**src/rtl/pdm_cic_decimator_if.sv**
```systemverilog
// PDM input / PCM sample handshake bundle for pdm_cic_decimator.
// master = decimator side, slave = PDM source + sample consumer.
interface pdm_cic_decimator_if;
  logic               pdm_in;
  logic               pdm_en;
  logic signed [15:0] sample_out;
  logic               sample_valid;
  logic               sample_ready;
  logic               overflow;

  modport master (
    input  pdm_in,
    input  pdm_en,
    input  sample_ready,
    output sample_out,
    output sample_valid,
    output overflow
  );

  modport slave (
    output pdm_in,
    output pdm_en,
    output sample_ready,
    input  sample_out,
    input  sample_valid,
    input  overflow
  );
endinterface

```
**src/rtl/pdm_cic_decimator.sv**
```systemverilog
// 1-bit PDM to 16-bit PCM, 3rd-order CIC, decimate by 2^LOG2_DECIM.
// Optional DC blocker after saturation: define DC_BLOCK_EN.
module pdm_cic_decimator #(
  parameter int LOG2_DECIM = 6
) (
  input  logic clk,
  input  logic rst_n,
  pdm_cic_decimator_if.master bus
);

  localparam int W     = 3*LOG2_DECIM + 2;
  localparam int SHIFT = 3*LOG2_DECIM - 15;

  localparam logic signed [W-1:0] P_MAX = W'(32767);
  localparam logic signed [W-1:0] P_MIN = W'(-32768);

  logic                  r_sync1;
  logic                  r_sync2;
  logic signed [W-1:0]   r_int1;
  logic signed [W-1:0]   r_int2;
  logic signed [W-1:0]   r_int3;
  logic [LOG2_DECIM-1:0] r_cnt;
  logic                  r_frame;
  logic signed [W-1:0]   r_dly1;
  logic signed [W-1:0]   r_dly2;
  logic signed [W-1:0]   r_dly3;
  logic signed [15:0]    r_out;
  logic                  r_vld;
  logic                  r_ovf;

  logic signed [W-1:0]   w_x;
  logic signed [W-1:0]   w_c1;
  logic signed [W-1:0]   w_c2;
  logic signed [W-1:0]   w_c3;
  logic signed [W-1:0]   w_shr;
  logic signed [15:0]    w_sat;
  logic signed [15:0]    w_new_val;
  logic                  w_new_stb;

  // pdm_s=1 -> +1, pdm_s=0 -> -1
  assign w_x = r_sync2 ? {{(W-1){1'b0}}, 1'b1}
                       : {W{1'b1}};

  // Combs read the integrator output settled by the frame edge
  assign w_c1  = r_int3 - r_dly1;
  assign w_c2  = w_c1 - r_dly2;
  assign w_c3  = w_c2 - r_dly3;
  assign w_shr = w_c3 >>> SHIFT;

  // Two-flop synchronizer for the asynchronous PDM pin
  always_ff @(posedge clk) begin
    if (!rst_n) begin
      r_sync1 <= 1'b0;
      r_sync2 <= 1'b0;
    end else begin
      r_sync1 <= bus.pdm_in;
      r_sync2 <= r_sync1;
    end
  end

  // Integrators and decimation counter advance on each strobe
  always_ff @(posedge clk) begin
    if (!rst_n) begin
      r_int1  <= '0;
      r_int2  <= '0;
      r_int3  <= '0;
      r_cnt   <= '0;
      r_frame <= 1'b0;
    end else begin
      r_frame <= bus.pdm_en & (&r_cnt);
      if (bus.pdm_en) begin
        r_int1 <= r_int1 + w_x;
        r_int2 <= r_int2 + r_int1;
        r_int3 <= r_int3 + r_int2;
        r_cnt  <= r_cnt + 1'b1;
      end
    end
  end

  // Comb delay line moves once per output frame
  always_ff @(posedge clk) begin
    if (!rst_n) begin
      r_dly1 <= '0;
      r_dly2 <= '0;
      r_dly3 <= '0;
    end else if (r_frame) begin
      r_dly1 <= r_int3;
      r_dly2 <= w_c1;
      r_dly3 <= w_c2;
    end
  end

  // Clamp the scaled comb output to 16-bit signed
  always_comb begin
    w_sat = w_shr[15:0];
    if (w_shr > P_MAX)
      w_sat = 16'sh7fff;
    else if (w_shr < P_MIN)
      w_sat = 16'sh8000;
  end

`ifdef DC_BLOCK_EN
  logic signed [15:0] r_dc_xp;
  logic signed [17:0] r_dc_y;
  logic               r_dc_vld;
  logic signed [17:0] w_dc_yshr;
  logic signed [19:0] w_dc_sum;
  logic signed [17:0] w_dc_y;

  assign w_dc_yshr = r_dc_y >>> 8;
  assign w_dc_sum  = {{4{w_sat[15]}}, w_sat}
                   - {{4{r_dc_xp[15]}}, r_dc_xp}
                   + {{2{r_dc_y[17]}}, r_dc_y}
                   - {{2{w_dc_yshr[17]}}, w_dc_yshr};
  assign w_new_stb = r_dc_vld;

  // Keep the blocker state inside its 18-bit range
  always_comb begin
    w_dc_y = w_dc_sum[17:0];
    if (w_dc_sum > 20'sd131071)
      w_dc_y = 18'sh1ffff;
    else if (w_dc_sum < -20'sd131072)
      w_dc_y = 18'sh20000;
  end

  // Blocker output narrowed to 16 bits for the holding register
  always_comb begin
    w_new_val = r_dc_y[15:0];
    if (r_dc_y > 18'sd32767)
      w_new_val = 16'sh7fff;
    else if (r_dc_y < -18'sd32768)
      w_new_val = 16'sh8000;
  end

  // One blocker step per CIC sample, one extra clk of latency
  always_ff @(posedge clk) begin
    if (!rst_n) begin
      r_dc_xp  <= '0;
      r_dc_y   <= '0;
      r_dc_vld <= 1'b0;
    end else begin
      r_dc_vld <= r_frame;
      if (r_frame) begin
        r_dc_xp <= w_sat;
        r_dc_y  <= w_dc_y;
      end
    end
  end
`else
  assign w_new_val = w_sat;
  assign w_new_stb = r_frame;
`endif

  // Single holding register; a new sample overwrites an unread one
  always_ff @(posedge clk) begin
    if (!rst_n) begin
      r_out <= '0;
      r_vld <= 1'b0;
      r_ovf <= 1'b0;
    end else if (w_new_stb) begin
      r_out <= w_new_val;
      r_vld <= 1'b1;
      if (r_vld && !bus.sample_ready)
        r_ovf <= 1'b1;
    end else if (r_vld && bus.sample_ready) begin
      r_vld <= 1'b0;
    end
  end

  assign bus.sample_out   = r_out;
  assign bus.sample_valid = r_vld;
  assign bus.overflow     = r_ovf;

endmodule

```
**src/flat_wrapper.sv**
```systemverilog
// flat-port wrapper written by rule: the top's interface ports become plain ports
module pdm_cic_decimator_flat 
#(
  parameter int LOG2_DECIM = 6
)
  (clk, rst_n, bus_pdm_in, bus_pdm_en, bus_sample_ready, bus_sample_out, bus_sample_valid, bus_overflow);
  pdm_cic_decimator_if bus_i ();
  input  logic clk;
  input  logic rst_n;
  input wire logic [$bits(bus_i.pdm_in)-1:0] bus_pdm_in;
  input wire logic [$bits(bus_i.pdm_en)-1:0] bus_pdm_en;
  input wire logic [$bits(bus_i.sample_ready)-1:0] bus_sample_ready;
  output wire logic [$bits(bus_i.sample_out)-1:0] bus_sample_out;
  output wire logic [$bits(bus_i.sample_valid)-1:0] bus_sample_valid;
  output wire logic [$bits(bus_i.overflow)-1:0] bus_overflow;
  assign bus_i.pdm_in = bus_pdm_in;
  assign bus_i.pdm_en = bus_pdm_en;
  assign bus_i.sample_ready = bus_sample_ready;
  assign bus_sample_out = bus_i.sample_out;
  assign bus_sample_valid = bus_i.sample_valid;
  assign bus_overflow = bus_i.overflow;
  pdm_cic_decimator #(.LOG2_DECIM(LOG2_DECIM)) u_core (.clk(clk), .rst_n(rst_n), .bus(bus_i));
endmodule
```
**config.mk**
```make
export PLATFORM = sky130hd
export DESIGN_NAME = pdm_cic_decimator_flat
export DESIGN_NICKNAME = d
export VERILOG_FILES = /design/src/rtl/pdm_cic_decimator_if.sv /design/src/rtl/pdm_cic_decimator.sv /design/src/flat_wrapper.sv
export SDC_FILE = /design/constraint.sdc
export NUM_CORES = 1
export LEC_CHECK = 0
export CAP_MARGIN = 20
export CORE_ASPECT_RATIO = 1.1
export CORE_MARGIN = 2
export CORE_UTILIZATION = 40
export CTS_BUF_LIST = sky130_fd_sc_hd__clkbuf_8
export CTS_CLUSTER_DIAMETER = 40
export DETAILED_ROUTE_END_ITERATION = 8
export HOLD_SLACK_MARGIN = 0.12
export SLEW_MARGIN = 10
export SYNTH_ARGS = -nofsm -noshare
export SYNTH_HDL_FRONTEND = slang
export SYNTH_SLANG_ARGS = --single-unit
```
**constraint.sdc**
```tcl
create_clock -name clk -period 9.5 [get_ports clk]
set_input_delay 1.9 -clock clk [delete_from_list [all_inputs] [get_ports clk]]
set_output_delay 1.9 -clock clk [all_outputs]
set_load 0.02 [all_outputs]
```
==> impl_results.md, run 1 <==
* Cts bufs inserted at 17
* Die Area at 27,800 sq um
* Grt ovf at 0
* DRT antenna net count at 0
* DIE WIDTH at 159 microns
* Top_reg_cell synth: dfxtp_1
* Core Area at 26,100 sq um
* CP delay by family, top: compound AO/OA/AOI/OAI gates
* Largest net degree at the start of global routing at 66
* Die Height at 175 microns
* Async SR Flop Fraction at 0%
* Via/cell ratio at 5.20
* Layout cells sized above 1 at 5.89%
* # hold bufs at CTS at 0
* Critical path buffers and inverters at 1
* Syn avg cell area at 8.30 sq um
* Setup TNS at 0 ns
* Initial antenna violation count at 0
* Yosys cell types at 78
* GP Congestion at 0.827
* Port bufs at 22
* Post-CTS Setup Bufs at 0
* Fmax at 0.145 GHz
* Clock Pin Slew Worst Setup and Hold Paths at 0.09 ns
* DRT iter0 DRCs at 346
* TritonRoute pass-1 iters at 4
* HPWL Detailed at 14,900 microns
* Required @ worst endpoint at 9.83 ns
* Clk buf depth at 2
* Reg area at 2950 sq um
* # setup viols final at 0
* Multi-input logic area at 7130 sq um
* Worst Path Max Fanout at 16
* Normalized max-slew margin at 48.2%
* Area Growth Syn to Fin at 9.04%
* Syn_nets at 1,398
* First-pass GRT wire length at 35,600 microns
* Crit path top cell by count: a21o_1
* Met2 Use GR at 26.9%
* Mapped cell area at 10,600 sq um
* Worst Skew at 0.0146 ns
* Initial Utilization at 40.6%
* Nets@finish at 1,401
* Number of global-route vias before repair at 8,129
* Synth Instances at 1,275
* Sequential fraction of the synthesis area at 27.8%
* Post-synth EDFFs at 0
* CTS tree: done
* CP max stage cell: or4b_2
* CP peak stage delay at 0.67 ns
* Vias at 8,536
* DRT Wirelength at 20,300 microns
* PostCTS Resize Cnt at 0
* CP startpoint kind: flip-flop
* I/O pin total at 23
* HP Class: reg -> reg
* Worst-margin pin slew at 0.776 ns
* R2R Setup Slk at 2.60 ns
* WP data arrival at 7.23 ns
* Num Clock Sinks at 147
* Most common cell after layout, fill and taps aside: nor2_1
* Root buffer cell: clkbuf_8
* Fill cells at 2,638
* Status: complete, no violations
* # rows at 62
* Wirelength per Cell at 12.4 microns
* Final Hold Viols at 0
* Met1 Resource Use GR at 18.1%
* Inserted Diodes at 0
* Commonest cells after routing, fill and taps aside: 172 x nor2_1, 146 x dfxtp_1, 113 x ha_1
* H-Tree Depth at 4
* Met3 Usage GRT at 2.94%
* RSZ-0062 raised after global routing: false
* Critical path type: reg -> reg
* # DRC at 0
* Flops & latches, synth at 147
* Most Used Layer, Global Route: met2
* Max-Cap Viols at 0
* Max-slew violations at 0
* Gr usage total at 15.0%
* Setup crit end kind: flip-flop
* Ys Warns at 0
* Post-route minimum period at 6.90 ns
* Clock Latency Late Sink at 0.45 ns
* Final worst path period share at 72.6%
-- cells in the mapped netlist (8+ instances only) --
cell type,count,area [sq um]
a21o_1,39,293
a21oi_1,71,355
o21ai_0,63,315
nand2_1,48,180
o21a_1,19,143
and2_1,11,68.8
xnor2_1,48,420
a211oi_1,16,120
ha_1,113,1410
dfxtp_1,147,2940
and3_1,11,68.8
clkbuf_1,38,143
nor2_1,172,646
inv_1,89,334
maj3_2,8,90.1
or3_1,15,93.8
mux2i_1,76,761
nand4_1,8,50.1
nand2b_1,8,50.1
a21oi_2,8,70.1
nor2b_1,21,131
nand3_1,41,205
a31oi_1,10,62.6
nor3_1,31,155
o2111ai_1,8,70.1
o211ai_1,10,75.1
xor2_1,32,280
-- per-layer routing --
layer	wire length, microns	part of all wire [%]
met4	354	1.7
met3	442	2.2
met1	9700	48
met2	9810	48
met5	0	0
-- final timing paths --
kind,start,endpoint,cells after the start
setup / recovery,u_core.r_int3[0],u_core.bus.sample_out[12],30
hold / removal,u_core.r_sync1,u_core.r_sync2,1
setup reg to reg,u_core.r_int3[0],u_core.bus.sample_out[12],30
hold reg to reg,u_core.r_sync1,u_core.r_sync2,1
-- logic make-up after synthesis --
logic type / synth area share (%)
XOR/XNOR: 6.93
multiplexers: 7.19
adder cells (fa/ha/maj): 15.7
flip-flops: 27.8
AND/OR/NAND/NOR: 17.7
AO/OA/AOI/OAI: 19.8
buffers and inverters: 4.89
-- stage by stage --
step                area, sq um  instances  util, %  hold slack (ns)  setup slack (ns)
floorplan                 10600       1275        -            0.412              3.42
global placement          11100       1610     42.6            0.418              2.53
detailed placement        11100       1610     42.6            0.423              2.38
CTS                       11500       1642     44.3            0.450              2.34
global route              11500       1643     44.3            0.475              1.97
finish                    11500       1643     44.3            0.442              2.60
-- final cells by class --
class                           count  share of cell area (%)
Inverter                           89                    2.90
Tap cell                          352                    3.82
Clock buffer                       18                    2.15
Timing Repair Buffer               30                    2.36
Multi-Input combinational cell    993                    61.7
Sequential cell                   147                    25.5
Clock inverter                     14                    1.52
-- flip-flops by register name, summed over array words and instances (netlist names) --
| register | cells |
|---|---|
| u_core.bus.overflow | 1 |
| u_core.r_int3 | 20 |
| u_core.r_frame | 1 |
| u_core.bus.sample_valid | 1 |
| u_core.r_int1 | 20 |
| u_core.bus.sample_out | 16 |
| u_core.r_dly3 | 20 |
| u_core.r_cnt | 6 |
| u_core.r_dly2 | 20 |
| u_core.r_int2 | 20 |
| u_core.r_sync2 | 1 |
| u_core.r_dly1 | 20 |
| u_core.r_sync1 | 1 |
Power of run 1 is left out: the tool's default activity adds up to more than one toggle a clock period on the data nets, which glitch-free logic cannot reach.
==> run 2, diff against run 1 <==
- clock period: 9.5 -> 6.4 ns (I/O delays scaled with it)
==> run 2 against run 1 <==
  * Maximum frequency increased by 15%
  * First-iteration DRC count down 19%
  * Worst hold slack got worse by 0.00097 ns
  * Critical path depth up 2
  * Clock skew decreased by 0.0012 ns
  * Die area stayed put
  * Wire length is 2.2% higher
  * Core utilization is 1.1 points higher
  * Non-clock buffer count increased by 12
  * Global-route usage is 0.13 points higher
  * Largest cell class unchanged
==> impl_results.md, run 2 (synthesis gave the netlist of run 1 again) <==
* Layout cells sized above 1 at 8.37% (was 5.89%)
* GP Congestion at 0.814 (was 0.827)
* Clk buf depth at 2 (unchanged)
* Grt ovf at 0 (unchanged)
* Cts bufs inserted at 17 (unchanged)
* # rows at 62 (unchanged)
* Number of global-route vias before repair at 8,184 (was 8,129)
* Port bufs at 22 (unchanged)
* Root buffer cell: clkbuf_8 (unchanged)
* Final worst path period share at 93.8% (was 72.6%)
* H-Tree Depth at 4 (unchanged)
* CTS tree: done (unchanged)
* Vias at 8,548 (was 8,536)
* Worst Skew at 0.0133 ns (was 0.0146 ns)
* Gr usage total at 15.1% (was 15.0%)
* Initial antenna violation count at 0 (unchanged)
* CP startpoint kind: flip-flop (unchanged)
* Clock Pin Slew Worst Setup and Hold Paths at 0.09 ns (about the same)
* Nets@finish at 1,413 (was 1,401)
* DIE WIDTH at 159 microns (unchanged)
* DRT Wirelength at 20,700 microns (was 20,300 microns)
* CP startpoint: u_core.r_int3[0] (unchanged)
* Max-Cap Viols at 0 (unchanged)
* Post-DP Area at 11,200 sq um (was 11,100 sq um)
* Die Area at 27,800 sq um (unchanged)
* Worst-margin pin slew at 0.743 ns (was 0.776 ns)
* Placed insts at 1,616 (was 1,610)
* Num Clock Sinks at 147 (unchanged)
* Post-route minimum period at 6.00 ns (was 6.90 ns)
* Post-route insts no fill at 1,655 (was 1,643)
* Fmax at 0.167 GHz (was 0.145 GHz)
* Initial Utilization at 40.6% (unchanged)
* Wirelength per Cell at 12.5 microns (was 12.4 microns)
* Normalized max-slew margin at 50.5% (was 48.2%)
* Critical path buffers and inverters at 3 (was 1)
* Crit path top cell by count: a21o_1 (unchanged)
* # DRC at 0 (unchanged)
* Area Growth Syn to Fin at 11.7% (was 9.04%)
* Commonest cells after routing, fill and taps aside: 171 x nor2_1, 145 x dfxtp_1, 108 x ha_1 (was 172 x nor2_1, 146 x dfxtp_1, 113 x ha_1)
* DRT antenna net count at 0 (unchanged)
* Largest net degree at the start of global routing at 55 (was 66)
* Die Height at 175 microns (unchanged)
* HPWL Detailed at 14,900 microns (about the same)
* HP Class: reg -> reg (unchanged)
* Core Area at 26,100 sq um (unchanged)
* Setup crit end kind: flip-flop (unchanged)
* DRT iter0 DRCs at 281 (was 346)
* TritonRoute pass-1 iters at 6 (was 4)
* Setup TNS at 0 ns (unchanged)
* Worst r2r src: u_core.r_int3[0] (unchanged)
* Max-slew violations at 0 (unchanged)
* # setup viols final at 0 (unchanged)
* Required @ worst endpoint at 6.72 ns (was 9.83 ns)
* Critical path type: reg -> reg (unchanged)
* Inserted Diodes at 0 (unchanged)
* CP delay by family, top: compound AO/OA/AOI/OAI gates (unchanged)
* # hold bufs at CTS at 0 (unchanged)
* CP peak stage delay at 0.37 ns (was 0.67 ns)
* Most common cell after layout, fill and taps aside: nor2_1 (unchanged)
* WP data arrival at 6.33 ns (was 7.23 ns)
* Hold slack at 0.441 ns (was 0.442 ns)
* Final Hold Viols at 0 (unchanged)
* First-pass GRT wire length at 36,000 microns (was 35,600 microns)
* Min-delay src: u_core.r_sync1 (unchanged)
* CP max stage cell: fa_2 (was or4b_2)
* I/O pin total at 23 (unchanged)
* Worst Path Max Fanout at 8 (was 16)
* Clock Latency Late Sink at 0.46 ns (was 0.45 ns)
* Via/cell ratio at 5.16 (was 5.20)
* Status: complete, no violations (unchanged)
* Post-Layout Inst Area at 11,800 sq um (was 11,500 sq um)
[run 2: changes by cell type in the layout (fill, tap and decap cells not counted), sizes merged]
| cell | change |
|---|---|
| buf | +11 |
| clkinv | -3 |
| bufinv | +2 |
| clkbuf | +1 |
| inv | +1 |
[run 2: path summary, 6_finish.rpt]
path	slack, ns	end	depth (start not counted)
max	0.40	u_core.bus.sample_out[7]	32
min	0.44	u_core.r_sync2	1
min reg2reg	0.44	u_core.r_sync2	1
max reg2reg	0.40	u_core.bus.sample_out[7]	32
[run 2: area by class of cell]
cell class	instances	area [sq um]
clock inverter	14	221
timing repair buffer	42	393
fill	2610	14200
inverter	89	335
sequential	147	2950
multi-input combinational	993	7230
tap	352	440
clock buffer	18	248
[run 2: through the flow]
step / utilization (%) / worst slack, ns
6_report: 45.3 / 0.397
5_1_grt: 45.3 / -0.0483
4_1_cts: 44.7 / 0.0211
3_5_place_dp: 42.9 / 0.00797
3_3_place_gp: 42.9 / 0.212
2_1_floorplan: - / 0.316
[run 2: layer usage]
metal  track usage [%]  vias to the layer above  wire length, microns
li1                  -                     4578                     -
met1              18.0                     3857                 10000
met2              27.6                       90                 10000
met3              2.61                       23                   490
met4              4.66                        0                   233
met5                 0                        -                     0
[run 2: repair_timing]
action | 4_1_cts | 5_1_grt
resized for setup | 2 | 24
pin swaps | 1 | 23
buffers inserted | 0 | 6
setup endpoints to repair | 6 | 16
gates cloned | 0 | 1
Power of run 2 is left out for the same reason.
